## config.mk

```make
export PLATFORM = sky130hd
export DESIGN_NAME = lane_sweep_controller
export DESIGN_NICKNAME = d
export VERILOG_FILES = /design/src/rtl/lane_sweep_controller.sv
export SDC_FILE = /design/constraint.sdc
export NUM_CORES = 1
export LEC_CHECK = 0
export CAP_MARGIN = 20
export CORE_MARGIN = 4
export CORE_UTILIZATION = 65
export CTS_BUF_LIST = sky130_fd_sc_hd__clkbuf_16
export CTS_CLUSTER_SIZE = 40
export DETAILED_ROUTE_END_ITERATION = 10
export DONT_BUFFER_PORTS = 1
export PLACE_DENSITY_LB_ADDON = 0.12
export REMOVE_ABC_BUFFERS = 1
export SKIP_CTS_REPAIR_TIMING = 1
export SYNTH_ARGS = -nofsm -noshare
export SYNTH_HDL_FRONTEND = slang
export SYNTH_SLANG_ARGS = --single-unit
```

## constraint.sdc

```tcl
create_clock -name clk -period 10.1 [get_ports clk]
set_clock_uncertainty 0.2 [all_clocks]
set_input_delay 3.03 -clock clk [delete_from_list [all_inputs] [get_ports clk]]
set_output_delay 3.03 -clock clk [all_outputs]
set_load 0.1 [all_outputs]
```

## src/rtl/lane_sweep_controller.sv

```systemverilog
// Lane-permutation sequencer: sweeps a SIZE x SIZE lane array between two memory
// banks, moving lane (x,y) to (y, (MUL_X*x + MUL_Y*y) mod SIZE) for ROUNDS passes.
module lane_sweep_controller #(
    parameter int SIZE   = 5,
    parameter int MUL_X  = 2,
    parameter int MUL_Y  = 3,
    parameter int ROUNDS = 1,
    localparam int ADDRW = $clog2(2*SIZE*SIZE),
    localparam int RW    = $clog2(ROUNDS+1)
) (
    input  logic             clk,
    input  logic             rst,
    input  logic             start,
    input  logic             hold,
    output logic             busy,
    output logic             done,
    output logic             rd_en,
    output logic [ADDRW-1:0] rd_addr,
    output logic             lat_en,
    output logic             wr_en,
    output logic [ADDRW-1:0] wr_addr,
    output logic [RW-1:0]    cur_round,
    output logic             res_bank
);

    localparam int IDXW = $clog2(SIZE);
    localparam int ACCW = $clog2((MUL_X+MUL_Y)*(SIZE-1)+1);
    localparam int SS   = SIZE*SIZE;

    typedef enum logic [2:0] {
        S_IDLE, S_INIT, S_READ, S_MOD, S_WRITE, S_NEXT, S_RND_END, S_DONE
    } state_t;

    state_t          state, state_n;
    logic [IDXW-1:0] x, y;
    logic [ACCW-1:0] acc, load_val, mod_val;
    logic            first;
    logic [RW-1:0]   round;
    logic            bank;
    logic            mod_ge;
    logic [ADDRW-1:0] src_addr, dst_addr;

    // The first MOD cycle tests the freshly computed sum rather than the stale acc.
    always_comb begin
        load_val = ACCW'(MUL_X) * ACCW'(x) + ACCW'(MUL_Y) * ACCW'(y);
        mod_val  = first ? load_val : acc;
        mod_ge   = (mod_val >= ACCW'(SIZE));
        src_addr = (bank ? ADDRW'(SS) : '0) + ADDRW'(y) * ADDRW'(SIZE) + ADDRW'(x);
        dst_addr = (bank ? '0 : ADDRW'(SS)) + ADDRW'(acc) * ADDRW'(SIZE) + ADDRW'(y);
    end

    always_comb begin
        state_n = state;
        case (state)
            S_IDLE:    if (start) state_n = S_INIT;
            S_INIT:    state_n = S_READ;
            S_READ:    state_n = S_MOD;
            S_MOD:     if (!mod_ge) state_n = S_WRITE;
            S_WRITE:   state_n = S_NEXT;
            S_NEXT:    state_n = (x == IDXW'(SIZE-1) && y == IDXW'(SIZE-1)) ? S_RND_END : S_READ;
            S_RND_END: state_n = (round == RW'(ROUNDS-1)) ? S_DONE : S_READ;
            S_DONE:    state_n = S_IDLE;
            default:   state_n = S_IDLE;
        endcase
        if (hold && state != S_IDLE) state_n = state;
    end

    always_ff @(posedge clk or negedge rst) begin
        if (!rst) begin
            state <= S_IDLE;
        end else begin
            state <= state_n;
        end
    end

    always_ff @(posedge clk or negedge rst) begin
        if (!rst) begin
            x     <= '0;
            y     <= '0;
            acc   <= '0;
            first <= 1'b0;
            round <= '0;
            bank  <= 1'b0;
        end else if (!hold) begin
            case (state)
                S_INIT: begin
                    x     <= '0;
                    y     <= '0;
                    round <= '0;
                    bank  <= 1'b0;
                end
                S_READ: first <= 1'b1;
                S_MOD: begin
                    first <= 1'b0;
                    acc   <= mod_ge ? mod_val - ACCW'(SIZE) : mod_val;
                end
                S_NEXT: begin
                    if (x == IDXW'(SIZE-1)) begin
                        x <= '0;
                        y <= (y == IDXW'(SIZE-1)) ? '0 : y + IDXW'(1);
                    end else begin
                        x <= x + IDXW'(1);
                    end
                end
                S_RND_END: begin
                    bank  <= ~bank;
                    round <= round + RW'(1);
                end
                default: ;
            endcase
        end
    end

    always_comb begin
        busy      = (state != S_IDLE);
        done      = (state == S_DONE) && !hold;
        rd_en     = (state == S_READ) && !hold;
        lat_en    = (state == S_MOD) && first && !hold;
        wr_en     = (state == S_WRITE) && !hold;
        rd_addr   = (state == S_IDLE) ? '0 : src_addr;
        wr_addr   = (state == S_IDLE) ? '0 : dst_addr;
        cur_round = round;
        res_bank  = bank;
    end

endmodule
```

==> metrics.md <==
| Metric | Value |
|---|---|
| Status | `finished clean` |
| WP buf/inv | `0` |
| WL per Instance | `16.0 um` |
| Core area | `0.00281 mm2` |
| Initial Util | `69.2%` |
| Min cycle time layout | `7240 ps` |
| RR Startpoint | `y[1]$_DFFE_PN0P_` |
| Yosys reg bits | `17` |
| Area of the multi-input gates | `0.00140 mm2` |
| Max-cap violations | `0` |
| Layout area overhead | `9.47%` |
| Worst EP arrival | `4010 ps` |
| CP Capture Point | `rd_en` |
| Worst reg2reg path depth | `11` |
| Total Nets Final | `260` |
| Synth warn | `0` |
| Period utilization | `71.6%` |
| FF-to-FF End | `state[1]$_DFFE_PN0P_` |
| Worst setup path class | `input pin to primary output` |
| Slew Viols, Final | `0` |
| Vias in the first global route | `1581` |
| Sequential area share after synthesis | `21.9%` |
| Hold/Removal Path Class | `register to register` |
| Global route total overflow | `0` |
| Levels on crit path | `2` |
| Vias per Instance | `5.91` |
| CTS Buffer Depth | `2` |
| Worst slew pin tran | `1180 ps` |
| Clk slew on worst S/H paths | `50 ps` |
| CP max stage delay | `830 ps` |
| Ys flop type | `dfrtp_1` |
| Hold Crit Depth | `2` |
| Cell accounting for the most synthesized area | `dfrtp_1` |
| WP data required | `6870 ps` |
| Ports | `23` |
| Crit start category | `input pin` |
| H-Tree Depth | `1` |
| FILL cells | `205` |
| Slowest CP cell | `nor2_2` |
| Yosys top cell area share | `21.9%` |
| Setup TNS | `0 ps` |
| Cells after Synth | `214` |
| Post-synth EDFFs | `0` |
| Die height | `62.7 um` |
| Via count of the routed design | `1461` |
| Count leader, synth | `inv_1` |
| GR Util All Layers | `23.1%` |
| Async SR Flop Fraction | `100%` |
| CP endpoint kind | `primary output` |
| Number of CTS-inserted buffers | `3` |
| Root Driver | `clkbuf_16` |
| Reg area | `425 um2` |
| DRC viols | `0` |
| Worst Setup SP | `hold` |
| Post-Synthesis Cell Area | `0.00194 mm2` |
| Clk Latency, worst-skew pair | `250 ps` |
| Unrepaired setup endpoints after global routing | `no` |
| Syn avg cell area | `9.07 um2` |
| Worst path cell trace | `nand2b_1, nor2_2` |
| Antenna viol nets, final | `0` |
| Drt total wl | `3950 um` |
| Layout cell share with drive strength beyond 1 | `14.4%` |
| Final setup viols | `0` |
| Pin count of the biggest net entering global routing | `18` |
| Fin. Hold Viols | `0` |
| Routability cong. | `0.911` |
| DRT iter0 DRCs | `28` |
| Rel. slew slack | `21.2%` |
| Antenna violations before repair | `0` |
| Clock net sink count | `17` |
| IO Port Bufs | `0` |
| Die area | `0.00393 mm2` |
| Reg2reg setup slack | `6540 ps` |
| Library cells used by synthesis | `44` |
| HPWL after detailed placement | `3150 um` |
| Area contributors post-synth | `dfrtp_1 22%, ha_1 19%, fa_1 10%` |
| Die Wd | `62.7 um` |
| Fmax | `138 MHz` |
| FP Rows | `19` |
| CTS tree | `done` |
| Top cells by count, synth | `33 x inv_1, 29 x ha_1, 21 x nor2_1, 17 x dfrtp_1, 14 x nand2_1` |
| Crit-path leading delay family | `simple AND/OR/NAND/NOR gates` |
| CP Max Fanout | `10` |
| Diodes inserted | `0` |
| Initial DRT Pass Iterations | `4` |
| First-pass GRT wire length | `7220 um` |
-- worst reg2reg max path, stage by stage (launching register included) --
cell     delay, ps
dfrtp_1        540
inv_1          140
fa_1           490
inv_1           70
ha_1           150
inv_1           50
fa_1           380
xnor2_1        170
mux2i_2        340
nand4_2        300
a31oi_4        290
mux2_1         330
-- worst min-delay path by stage --
stage / from / to / slack, ps
2_1_floorplan: acc[4]$_DFFE_PN0P_ / acc[4]$_DFFE_PN0P_ / 290
3_3_place_gp: acc[4]$_DFFE_PN0P_ / acc[4]$_DFFE_PN0P_ / 320
3_5_place_dp: acc[4]$_DFFE_PN0P_ / acc[4]$_DFFE_PN0P_ / 330
4_1_cts: acc[4]$_DFFE_PN0P_ / acc[4]$_DFFE_PN0P_ / 340
5_1_grt: x[1]$_DFFE_PN0P_ / x[1]$_DFFE_PN0P_ / 370
6_report: x[1]$_DFFE_PN0P_ / x[1]$_DFFE_PN0P_ / 340
-- through the flow --
step           std cells  hold slack, ps  cell area [um2]  utilization [%]  worst slack, ps
6_report             247             344             2130             75.8             2860
5_1_grt              247             371             2130             75.8             2830
4_1_cts              247             343             2130             75.8             2860
3_5_place_dp         243             333             2050             73.0             2860
3_3_place_gp         243             322             2050             73.0             2870
2_1_floorplan        209             293             1910                -             1650
-- cell type report --
class                           instances  area share, %
Clock buffer                            3           3.53
Clock inverter                          1          0.177
Inverter                               33           5.83
Multi-Input combinational cell        159           65.9
Sequential cell                        17           20.0
Tap cell                               31           1.82
Timing Repair Buffer                    3           2.71
-- state kept, by name (all words and copies together) (netlist names) --
signal,count
acc,5
cur_round,1
state,3
y,3
res_bank,1
x,3
first,1
-- routing by layer --
| metal | part of all wire, % | track usage (%) |
|---|---|---|
| met1 | 44 | 29.0 |
| met2 | 50 | 38.5 |
| met3 | 3.6 | 3.96 |
| met4 | 2.3 | 11.0 |
| met5 | 0 | 0 |
-- cell families (layout without fill, tap and decap cells) --
kind of cell | after synthesis | count (layout) | synth area share [%]
buffers and inverters | 38 | 40 | 7.86
xor gates and xnor gates | 10 | 10 | 4.51
muxes | 10 | 10 | 5.61
adders and majority gates | 39 | 39 | 29.0
and+or+nand+nor | 57 | 57 | 14.2
DFF | 17 | 17 | 21.9
AOI/OAI and AO/OA | 43 | 43 | 16.9
-- cells in the final DEF (no fill, tap or decap), types with 2 or more instances in the layout --
master / instances
inv_1: 34
ha_1: 29
dfrtp_1: 17
nand2_1: 14
nor2_1: 13
o21ai_0: 12
fa_1: 10
nor2_2: 8
a21oi_1: 6
xnor2_1: 6
mux2i_1: 5
a21o_1: 5
clkbuf_16: 5
nor2b_1: 4
xor2_1: 4
a21oi_2: 3
and2_1: 3
nand2b_1: 3
nand3_1: 3
nor3b_2: 2
and2_2: 2
a22o_1: 2
mux2_1: 2
mux2_2: 2
a31oi_1: 2
o211ai_1: 2
Power is left out: the tool's default activity adds up to more than one toggle a clock period on the data nets, which glitch-free logic cannot reach.
